--- config.mk ---
export PLATFORM = sky130hd
export DESIGN_NAME = mem_access
export DESIGN_NICKNAME = d
export VERILOG_FILES = /design/src/rtl/mem_access.sv
export SDC_FILE = /design/constraint.sdc
export NUM_CORES = 1
export LEC_CHECK = 0
export BUFFER_PORTS_ARGS = -buffer_cell sky130_fd_sc_hd__buf_2
export CAP_MARGIN = 20
export CORE_MARGIN = 3
export CORE_UTILIZATION = 48
export CTS_BUF_LIST = sky130_fd_sc_hd__clkbuf_8
export DETAILED_ROUTE_END_ITERATION = 10
export PLACE_DENSITY = 0.82
export SYNTH_ARGS = -nofsm -noshare
export SYNTH_HDL_FRONTEND = slang
export SYNTH_SLANG_ARGS = --single-unit
--- constraint.sdc ---
create_clock -name clk -period 2 [get_ports clk]
set_clock_uncertainty 0.2 [all_clocks]
set_input_delay 0 -clock clk [delete_from_list [all_inputs] [get_ports clk]]
set_output_delay 0 -clock clk [all_outputs]
set_load 0.01 [all_outputs]
--- src/rtl/mem_access.sv ---
// mem_access -- memory stage of the pipeline.
//
// Takes the decoded memory controls (memr/memw/memt/wreg/wback) plus the
// execute-stage result. Loads and stores go out on a request/grant/read-valid
// bus, with byte-lane steering on the way out and sign/zero extension on the
// way back. Upstream is stalled while a transaction is outstanding.
// Non-memory operations pass through as a one-cycle pipeline register.
//
// Access kind encoding (i_memt):
//   0 LoadByte   1 LoadHalf   2 LoadWord   3 ULoadByte   4 ULoadHalf
//   5 StoreByte  6 StoreHalf  7 StoreWord
//
// Ports:
//   clk, rst_n        clock, asynchronous active-low reset
//   i_valid           upstream operation valid
//   i_memr / i_memw   operation is a load / a store
//   i_memt            access kind (see the table above)
//   i_addr            effective address, or ALU result for non-memory ops
//   i_wdata           store data
//   i_wreg, i_wback   destination register and writeback enable
//   o_stall           upstream must hold its inputs this cycle
//   o_valid           result valid toward writeback
//   o_data            load data or pass-through ALU result
//   o_wreg, o_wback   destination register, writeback enable (0 on error)
//   o_err             misaligned, illegal or timed-out access
//   bus_req           request, held until bus_gnt
//   bus_we            1 = write
//   bus_addr          word-aligned address
//   bus_wstrb         byte write strobes
//   bus_wdata         lane-replicated store data
//   bus_gnt           bus accepted the request this cycle
//   bus_rvalid        read data valid (ignored outside WAIT)
//   bus_rdata         read data
//
// Bus handshake: bus_req and all bus_* payload signals stay stable from the
// first REQ cycle up to and including the cycle in which bus_gnt is high;
// bus_req drops the cycle after. For loads, exactly one bus_rvalid is taken
// while in WAIT; any bus_rvalid seen in another state is dropped.

module mem_access #(
    parameter int TIMEOUT = 64
) (
    input  logic        clk,
    input  logic        rst_n,
    input  logic        i_valid,
    input  logic        i_memr,
    input  logic        i_memw,
    input  logic [2:0]  i_memt,
    input  logic [31:0] i_addr,
    input  logic [31:0] i_wdata,
    input  logic [4:0]  i_wreg,
    input  logic        i_wback,
    output logic        o_stall,
    output logic        o_valid,
    output logic [31:0] o_data,
    output logic [4:0]  o_wreg,
    output logic        o_wback,
    output logic        o_err,
    output logic        bus_req,
    output logic        bus_we,
    output logic [31:0] bus_addr,
    output logic [3:0]  bus_wstrb,
    output logic [31:0] bus_wdata,
    input  logic        bus_gnt,
    input  logic        bus_rvalid,
    input  logic [31:0] bus_rdata
);

    localparam logic [2:0] MT_LB  = 3'd0;
    localparam logic [2:0] MT_LH  = 3'd1;
    localparam logic [2:0] MT_LW  = 3'd2;
    localparam logic [2:0] MT_ULB = 3'd3;
    localparam logic [2:0] MT_ULH = 3'd4;
    localparam logic [2:0] MT_SB  = 3'd5;
    localparam logic [2:0] MT_SH  = 3'd6;
    localparam logic [2:0] MT_SW  = 3'd7;

    localparam int CW = (TIMEOUT > 2) ? $clog2(TIMEOUT) : 1;
    localparam logic [CW-1:0] CNT_LAST = CW'(TIMEOUT - 1);

    typedef enum logic [1:0] {
        IDLE = 2'd0,
        REQ  = 2'd1,
        WAIT = 2'd2,
        RESP = 2'd3
    } state_t;

    state_t        state, state_n;
    logic [CW-1:0] cnt;
    logic [31:0]   addr_q;
    logic [31:0]   wdata_q;
    logic [2:0]    memt_q;
    logic          we_q;
    logic [4:0]    wreg_q;
    logic          wback_q;
    logic          err_q;
    logic [31:0]   data_q;
    logic          pt_valid;

    logic          pass_op;
    logic          mem_op;
    logic          legal;
    logic          aligned;
    logic          expired;
    logic [7:0]    ld_byte;
    logic [15:0]   ld_half;
    logic [31:0]   load_data;

    // ---------------------------------------------------------------
    // Decode of the incoming operation (only meaningful in IDLE)
    // ---------------------------------------------------------------
    always_comb begin
        pass_op = i_valid && !i_memr && !i_memw;
        mem_op  = i_valid && (i_memr || i_memw);
        // Exactly one direction, and the kind must belong to that direction:
        // kinds 0..4 are loads, 5..7 are stores.
        legal   = (i_memr ^ i_memw) && (i_memr ? (i_memt <= MT_ULH) : (i_memt >= MT_SB));
        case (i_memt)
            MT_LH, MT_ULH, MT_SH: aligned = (i_addr[0] == 1'b0);
            MT_LW, MT_SW:         aligned = (i_addr[1:0] == 2'b00);
            default:              aligned = 1'b1;
        endcase
    end

    assign expired = (cnt == CNT_LAST);

    // ---------------------------------------------------------------
    // FSM: state register and next-state logic
    // ---------------------------------------------------------------
    always_ff @(posedge clk or negedge rst_n) begin
        if (!rst_n) begin
            state <= IDLE;
        end else begin
            state <= state_n;
        end
    end

    always_comb begin
        state_n = state;
        case (state)
            IDLE: begin
                if (mem_op) begin
                    state_n = (legal && aligned) ? REQ : RESP;
                end
            end
            REQ: begin
                if (bus_gnt) begin
                    state_n = we_q ? RESP : WAIT;
                end
            end
            WAIT: begin
                if (bus_rvalid || expired) begin
                    state_n = RESP;
                end
            end
            RESP:    state_n = IDLE;
            default: state_n = IDLE;
        endcase
    end

    // ---------------------------------------------------------------
    // Load lane extraction from the live bus data
    // ---------------------------------------------------------------
    always_comb begin
        case (addr_q[1:0])
            2'd0:    ld_byte = bus_rdata[7:0];
            2'd1:    ld_byte = bus_rdata[15:8];
            2'd2:    ld_byte = bus_rdata[23:16];
            default: ld_byte = bus_rdata[31:24];
        endcase
        ld_half = addr_q[1] ? bus_rdata[31:16] : bus_rdata[15:0];
        case (memt_q)
            MT_LB:   load_data = {{24{ld_byte[7]}}, ld_byte};
            MT_LH:   load_data = {{16{ld_half[15]}}, ld_half};
            MT_ULB:  load_data = {24'd0, ld_byte};
            MT_ULH:  load_data = {16'd0, ld_half};
            default: load_data = bus_rdata;
        endcase
    end

    // ---------------------------------------------------------------
    // Datapath registers
    // ---------------------------------------------------------------
    always_ff @(posedge clk or negedge rst_n) begin
        if (!rst_n) begin
            cnt      <= '0;
            addr_q   <= '0;
            wdata_q  <= '0;
            memt_q   <= '0;
            we_q     <= 1'b0;
            wreg_q   <= '0;
            wback_q  <= 1'b0;
            err_q    <= 1'b0;
            data_q   <= '0;
            pt_valid <= 1'b0;
        end else begin
            pt_valid <= 1'b0;
            case (state)
                IDLE: begin
                    if (pass_op) begin
                        pt_valid <= 1'b1;
                        data_q   <= i_addr;
                        wreg_q   <= i_wreg;
                        wback_q  <= i_wback;
                        err_q    <= 1'b0;
                    end else if (mem_op) begin
                        addr_q   <= i_addr;
                        wdata_q  <= i_wdata;
                        memt_q   <= i_memt;
                        we_q     <= i_memw;
                        wreg_q   <= i_wreg;
                        // Stores never write a register back.
                        wback_q  <= i_wback && !i_memw;
                        err_q    <= !(legal && aligned);
                        data_q   <= '0;
                    end
                end
                REQ: begin
                    cnt <= '0;
                end
                WAIT: begin
                    cnt <= cnt + 1'b1;
                    // Data arriving on the expiry cycle still counts as success.
                    if (bus_rvalid) begin
                        data_q <= load_data;
                    end else if (expired) begin
                        err_q  <= 1'b1;
                    end
                end
                default: ;
            endcase
        end
    end

    // ---------------------------------------------------------------
    // Outputs: decoded from state so reset clears them immediately
    // ---------------------------------------------------------------
    always_comb begin
        o_stall   = (state != IDLE) || mem_op;
        o_valid   = pt_valid || (state == RESP);
        o_data    = data_q;
        o_wreg    = wreg_q;
        o_wback   = o_valid && wback_q && !err_q;
        o_err     = (state == RESP) && err_q;

        bus_req   = (state == REQ);
        bus_we    = bus_req && we_q;
        bus_addr  = bus_req ? {addr_q[31:2], 2'b00} : 32'd0;
        bus_wstrb = 4'b0000;
        bus_wdata = 32'd0;
        if (bus_we) begin
            case (memt_q)
                MT_SB: begin
                    bus_wstrb = 4'b0001 << addr_q[1:0];
                    bus_wdata = {4{wdata_q[7:0]}};
                end
                MT_SH: begin
                    bus_wstrb = 4'b0011 << addr_q[1:0];
                    bus_wdata = {2{wdata_q[15:0]}};
                end
                default: begin
                    bus_wstrb = 4'b1111;
                    bus_wdata = wdata_q;
                end
            endcase
        end
    end

endmodule

Word-level counts from Yosys, hierarchy flattened
Index checks and enable logic that the tools add are counted.
{"block": "totals", "wordCells": 107, "register_bits": 116, "output_inout_bits": 111, "input_bits": 112}
{"block": "op_classes", "bitwise": 3, "eq_ne": 23, "shifts": 2, "n_addsub": 1, "muxes": 32, "n_lt_le_gt_ge": 2, "n_reduce_logical": 33}
{"operator": "$mux W32", "count": 5}
{"operator": "$pmux W32 S2", "count": 2}
{"operator": "$pmux W32 S4", "count": 1}
{"operator": "$pmux W8 S3", "count": 1}
{"operator": "$eq A3 B3 Y1 const B", "count": 6}
{"operator": "$mux W16", "count": 1}
{"operator": "$pmux W6 S2", "count": 1}
{"operator": "$logic_and A1 B1 Y1", "count": 10}
{"operator": "$mux W1", "count": 10}
{"operator": "$mux W5", "count": 2}
{"operator": "$ne A2 B2 Y1 const B", "count": 5}
{"operator": "$reduce_and A3 Y1", "count": 3}
{"operator": "$mux W2", "count": 4}
{"operator": "$pmux W2 S4", "count": 1}
{"operator": "$pmux W4 S2", "count": 1}
{"operator": "$reduce_bool A2 Y1", "count": 4}
{"operator": "$add A6 B1 Y6 const B", "count": 1}
{"operator": "$eq A2 B2 Y1 const B", "count": 3}
{"operator": "$eq A3 B1 Y1 const B", "count": 2}
{"operator": "$eq A3 B2 Y1 const B", "count": 2}
{"operator": "$eq A6 B6 Y1 const B", "count": 1}
{"operator": "$logic_not A2 Y1", "count": 3}
{"operator": "$eq A2 B1 Y1 const B", "count": 2}
{"operator": "$logic_not A1 Y1", "count": 4}
{"operator": "16 further kinds", "count": 21}

Logic depth before layout (Yosys ltp)
{"block": "logic_depth", "ltp_word": 8, "mapped_depth": 9, "depth_no_buf": 6}

Worst setup path before layout
No wires, ideal clock.
{"block": "synth_path", "kind": "reg2reg", "from": "reg state[0]", "to": "reg addr_q[0]", "n_path_buf": 2, "required_ns": 1.675, "setup_time_ns": 0.125, "synth_period_minus_slack_ns": 2.031, "slack_ns": -0.031, "t_arrival_ns": 1.706, "path_stages_with_launch": 8, "path_cell_list": "dfrtp_1 > inv_1 > ha_1 > buf_4 > inv_2 > nor3_4 > buf_6 > mux2_2"}
{"block": "synth_between", "elab_chain_len": 2}
{"element": "start: declaration", "line_no": "88", "text": "state_t state, state_n;"}
{"element": "start signal: assignment", "line_no": "134", "text": "state <= state_n;"}
{"element": "$logic_not A2 Y1", "line_no": "198", "text": "case (state)"}
{"element": "$reduce_and A3 Y1 (no line)"}
{"element": "end signal: assignment", "line_no": "207", "text": "addr_q <= i_addr;"}
{"element": "end: declaration", "line_no": "90", "text": "logic [31:0] addr_q;"}
Every way passes these cells.
A chain may end at the register's enable or synchronous reset.

Worst setup path after layout
{"block": "layout_path", "from": "reg memt_q[2]", "to": "out bus_wdata[19]"}
{"block": "layout_between", "elab_chain_len": 3, "elab_cells_between_ends": 4, "cone_classes": "2 x eq/ne; 2 x mux"}
{"element": "start: declaration", "line_no": "92", "text": "logic [2:0] memt_q;"}
{"element": "start signal: assignment", "line_no": "209", "text": "memt_q <= i_memt;"}
{"element": "$eq A3 B3 Y1", "line_no": "252", "text": "case (memt_q)"}
{"element": "$pmux W32 S2 (*)", "line_no": "252"}
{"element": "$mux W32 (*)", "line_no": "251", "text": "if (bus_we) begin"}
{"element": "end: declaration", "line_no": "63", "text": "output logic [31:0] bus_wdata,"}
Mark *: on every way between the ends. The rest lies on a longest branch, timed or not.

==> results.txt <==
placed insts -> 1097
startpoint types -> register
Post-synth EDFFs -> 0
Clock Sink Count -> 116
Cells after Synth -> 704
CP Class -> register to output port
Root Buffer -> clkbuf_8
ant diodes -> 0
asr flop ratio synth -> 100%
FF+latch count, synth -> 116
Worst-Margin Slew -> 517 ps
Initial Util -> 49.1%
Core Rows -> 43
fin cells -> 1261
failing checks -> negative setup slack
Tcrit/Tclk final -> 107%
power density cells -> 1500 nW/um^2
RSZ-0062 raised after global routing -> yes
Avg Vias per Cell -> 6.02
Hold Path Class -> input port to register
Nets -> 1187
post-route ant nets -> 0
die height -> 125 um
first-pass GRT wire length -> 40700 um
DR WL/cell -> 22.4 um
DRC -> 0
register area share after synthesis -> 42.4%
H-tree levels -> 4
# setup viols final -> 17
hold_ws -> 129 ps
Core Area -> 13900 um^2
number of global-route vias before repair -> 7571
min cycle time layout -> 2130 ps
Avg Cell Area, Syn -> 9.72 um^2
Tot Pwr -> 16300 uW
area of the die -> 15700 um^2
top post-synthesis cells by count -> dfrtp_1, nand2_1, mux2_2
Worst slew margin -> 64.6%
Clock Latency Late Sink -> 430 ps
total track usage -> 32.6%
Max Root-Sink Buffers -> 2
CP Capture Type -> output port
total negative slack -> -912 ps
Worst EP required -> 1800 ps
top post-synthesis cells by area -> dfrtp_1, mux2_2, nand2_1
share of the synthesized area in the top cell type -> 42.4%
Synth Flop Type -> dfrtp_1
Max FO, Critical Path -> 8
CTS Buf Count -> 17
status -> finished with violations
initial antenna violation count -> 0
drt pass-1 iters -> 5
total grt overflow -> 0
initial detailed-routing violation count -> 707
Fmax -> 469 MHz
routed wire length -> 28300 um
worst path arrival time -> 1930 ps
mapped cell area -> 6850 um^2
setup ws final -> -130 ps
number of distinct library cells after synthesis -> 62
RD Place Congestion -> 0.907
share of cells above drive strength 1 -> 44.5%
max_cap viols -> 0
pin count of the biggest net entering global routing -> 40
I/O pin count -> 223
Ys Warns -> 0
VDD IR-drop max -> 819 uV
Layout Utilization -> 77.7%
CTS tree -> done
clk slew on worst S/H paths -> 80 ps
Port Buffer Count -> 220
Hold Vio Cnt, Final -> 0
P&R area growth vs syn -> 58.2%
Pleak -> 0.00503 uW
Slew Viols, Final -> 0
top cell type by total area after synthesis -> dfrtp_1
hpwl dp -> 16100 um
die width -> 125 um
most numerous cell in the Yosys netlist -> dfrtp_1
via count -> 7595
==> flip-flops by register name, summed over array words and instances, names as in the netlist <==
| signal | cells |
|---|---|
| o_wreg | 5 |
| wdata_q | 32 |
| err_q | 1 |
| pt_valid | 1 |
| memt_q | 3 |
| o_data | 32 |
| cnt | 6 |
| addr_q | 32 |
| state | 2 |
| we_q | 1 |
| wback_q | 1 |
==> report_power, final <==
part	switching [uW]	internal (uW)	total, uW
clock network	990	1270	2260
registers	901	3450	4350
logic	5200	4480	9670
==> cells by family after synthesis <==
| group | Yosys count | synth area share (%) |
|---|---|---|
| AOI/OAI and AO/OA | 192 | 18.4 |
| xor gates and xnor gates | 4 | 0.512 |
| adders and majority gates | 6 | 1.10 |
| buffers and inverters | 78 | 6.25 |
| DFF | 116 | 42.4 |
| muxes | 79 | 13.3 |
| other | 1 | 0.0548 |
| and+or+nand+nor | 228 | 18.0 |
==> placed cells by master, fill, tap and decap left out, types with 19 or more instances in the layout <==
cell and instances:
dfrtp_1 113, and2_1 34, a21oi_1 41, dlygate4sd3_1 112
o31ai_1 24, nor2b_1 21, clkbuf_8 19, o21ai_0 34
mux2_2 32, mux2_4 40, nand2_1 66, buf_4 44
buf_2 215
==> area by class of cell <==
cell class | count | area (um^2)
inverter | 20 | 80.1
sequential | 116 | 2910
multi-input combinational | 511 | 4120
fill | 832 | 3110
clock buffer | 19 | 262
clock inverter | 12 | 140
timing repair buffer | 403 | 3100
tap | 180 | 225
==> through the flow <==
stage,setup WS [ps],cell area [um^2]
2_1_floorplan,35.2,6850
3_3_place_gp,-130,8280
3_5_place_dp,-247,8280
4_1_cts,-115,10200
5_1_grt,-197,10800
6_report,-130,10800
==> final timing paths <==
kind | start | to | depth (start not counted) | slack [ps]
setup / recovery | memt_q[2] | bus_wdata[19] | 6 | -130
hold / removal | i_wdata[25] | wdata_q[25] | 3 | 130
setup reg to reg | state[1] | wdata_q[30] | 7 | 30
hold reg to reg | addr_q[31] | addr_q[31] | 1 | 300
max in group asynchronous | rst_n | o_data[28] | 4 | 720
min in group asynchronous | rst_n | wdata_q[12] | 4 | 550
==> routing by layer <==
| layer | global-route usage [%] | up-vias | wire length, um |
|---|---|---|---|
| met4 | 16.1 | 0 | 1560 |
| met2 | 54.5 | 528 | 13600 |
| li1 | - | 3285 | - |
| met1 | 38.7 | 3652 | 10600 |
| met3 | 9.23 | 130 | 2500 |
| met5 | 0 | - | 0 |
==> critical path, cell delays in order (launching register included) <==
cell	delay, ps
dfrtp_1	410
and3b_2	270
nor2_4	220
buf_12	180
nand2_1	60
a21oi_1	170
buf_2	180
==> what timing repair did <==
action	4_1_cts	5_1_grt
hold endpoints to repair	226	0
pin swaps	21	30
buffers inserted	9	3
gates cloned	4	7
hold buffers	113	0
gates resized for setup	42	126
endpoints found under the setup margin	124	156
Note: power is estimated with default switching activity, not from simulation.
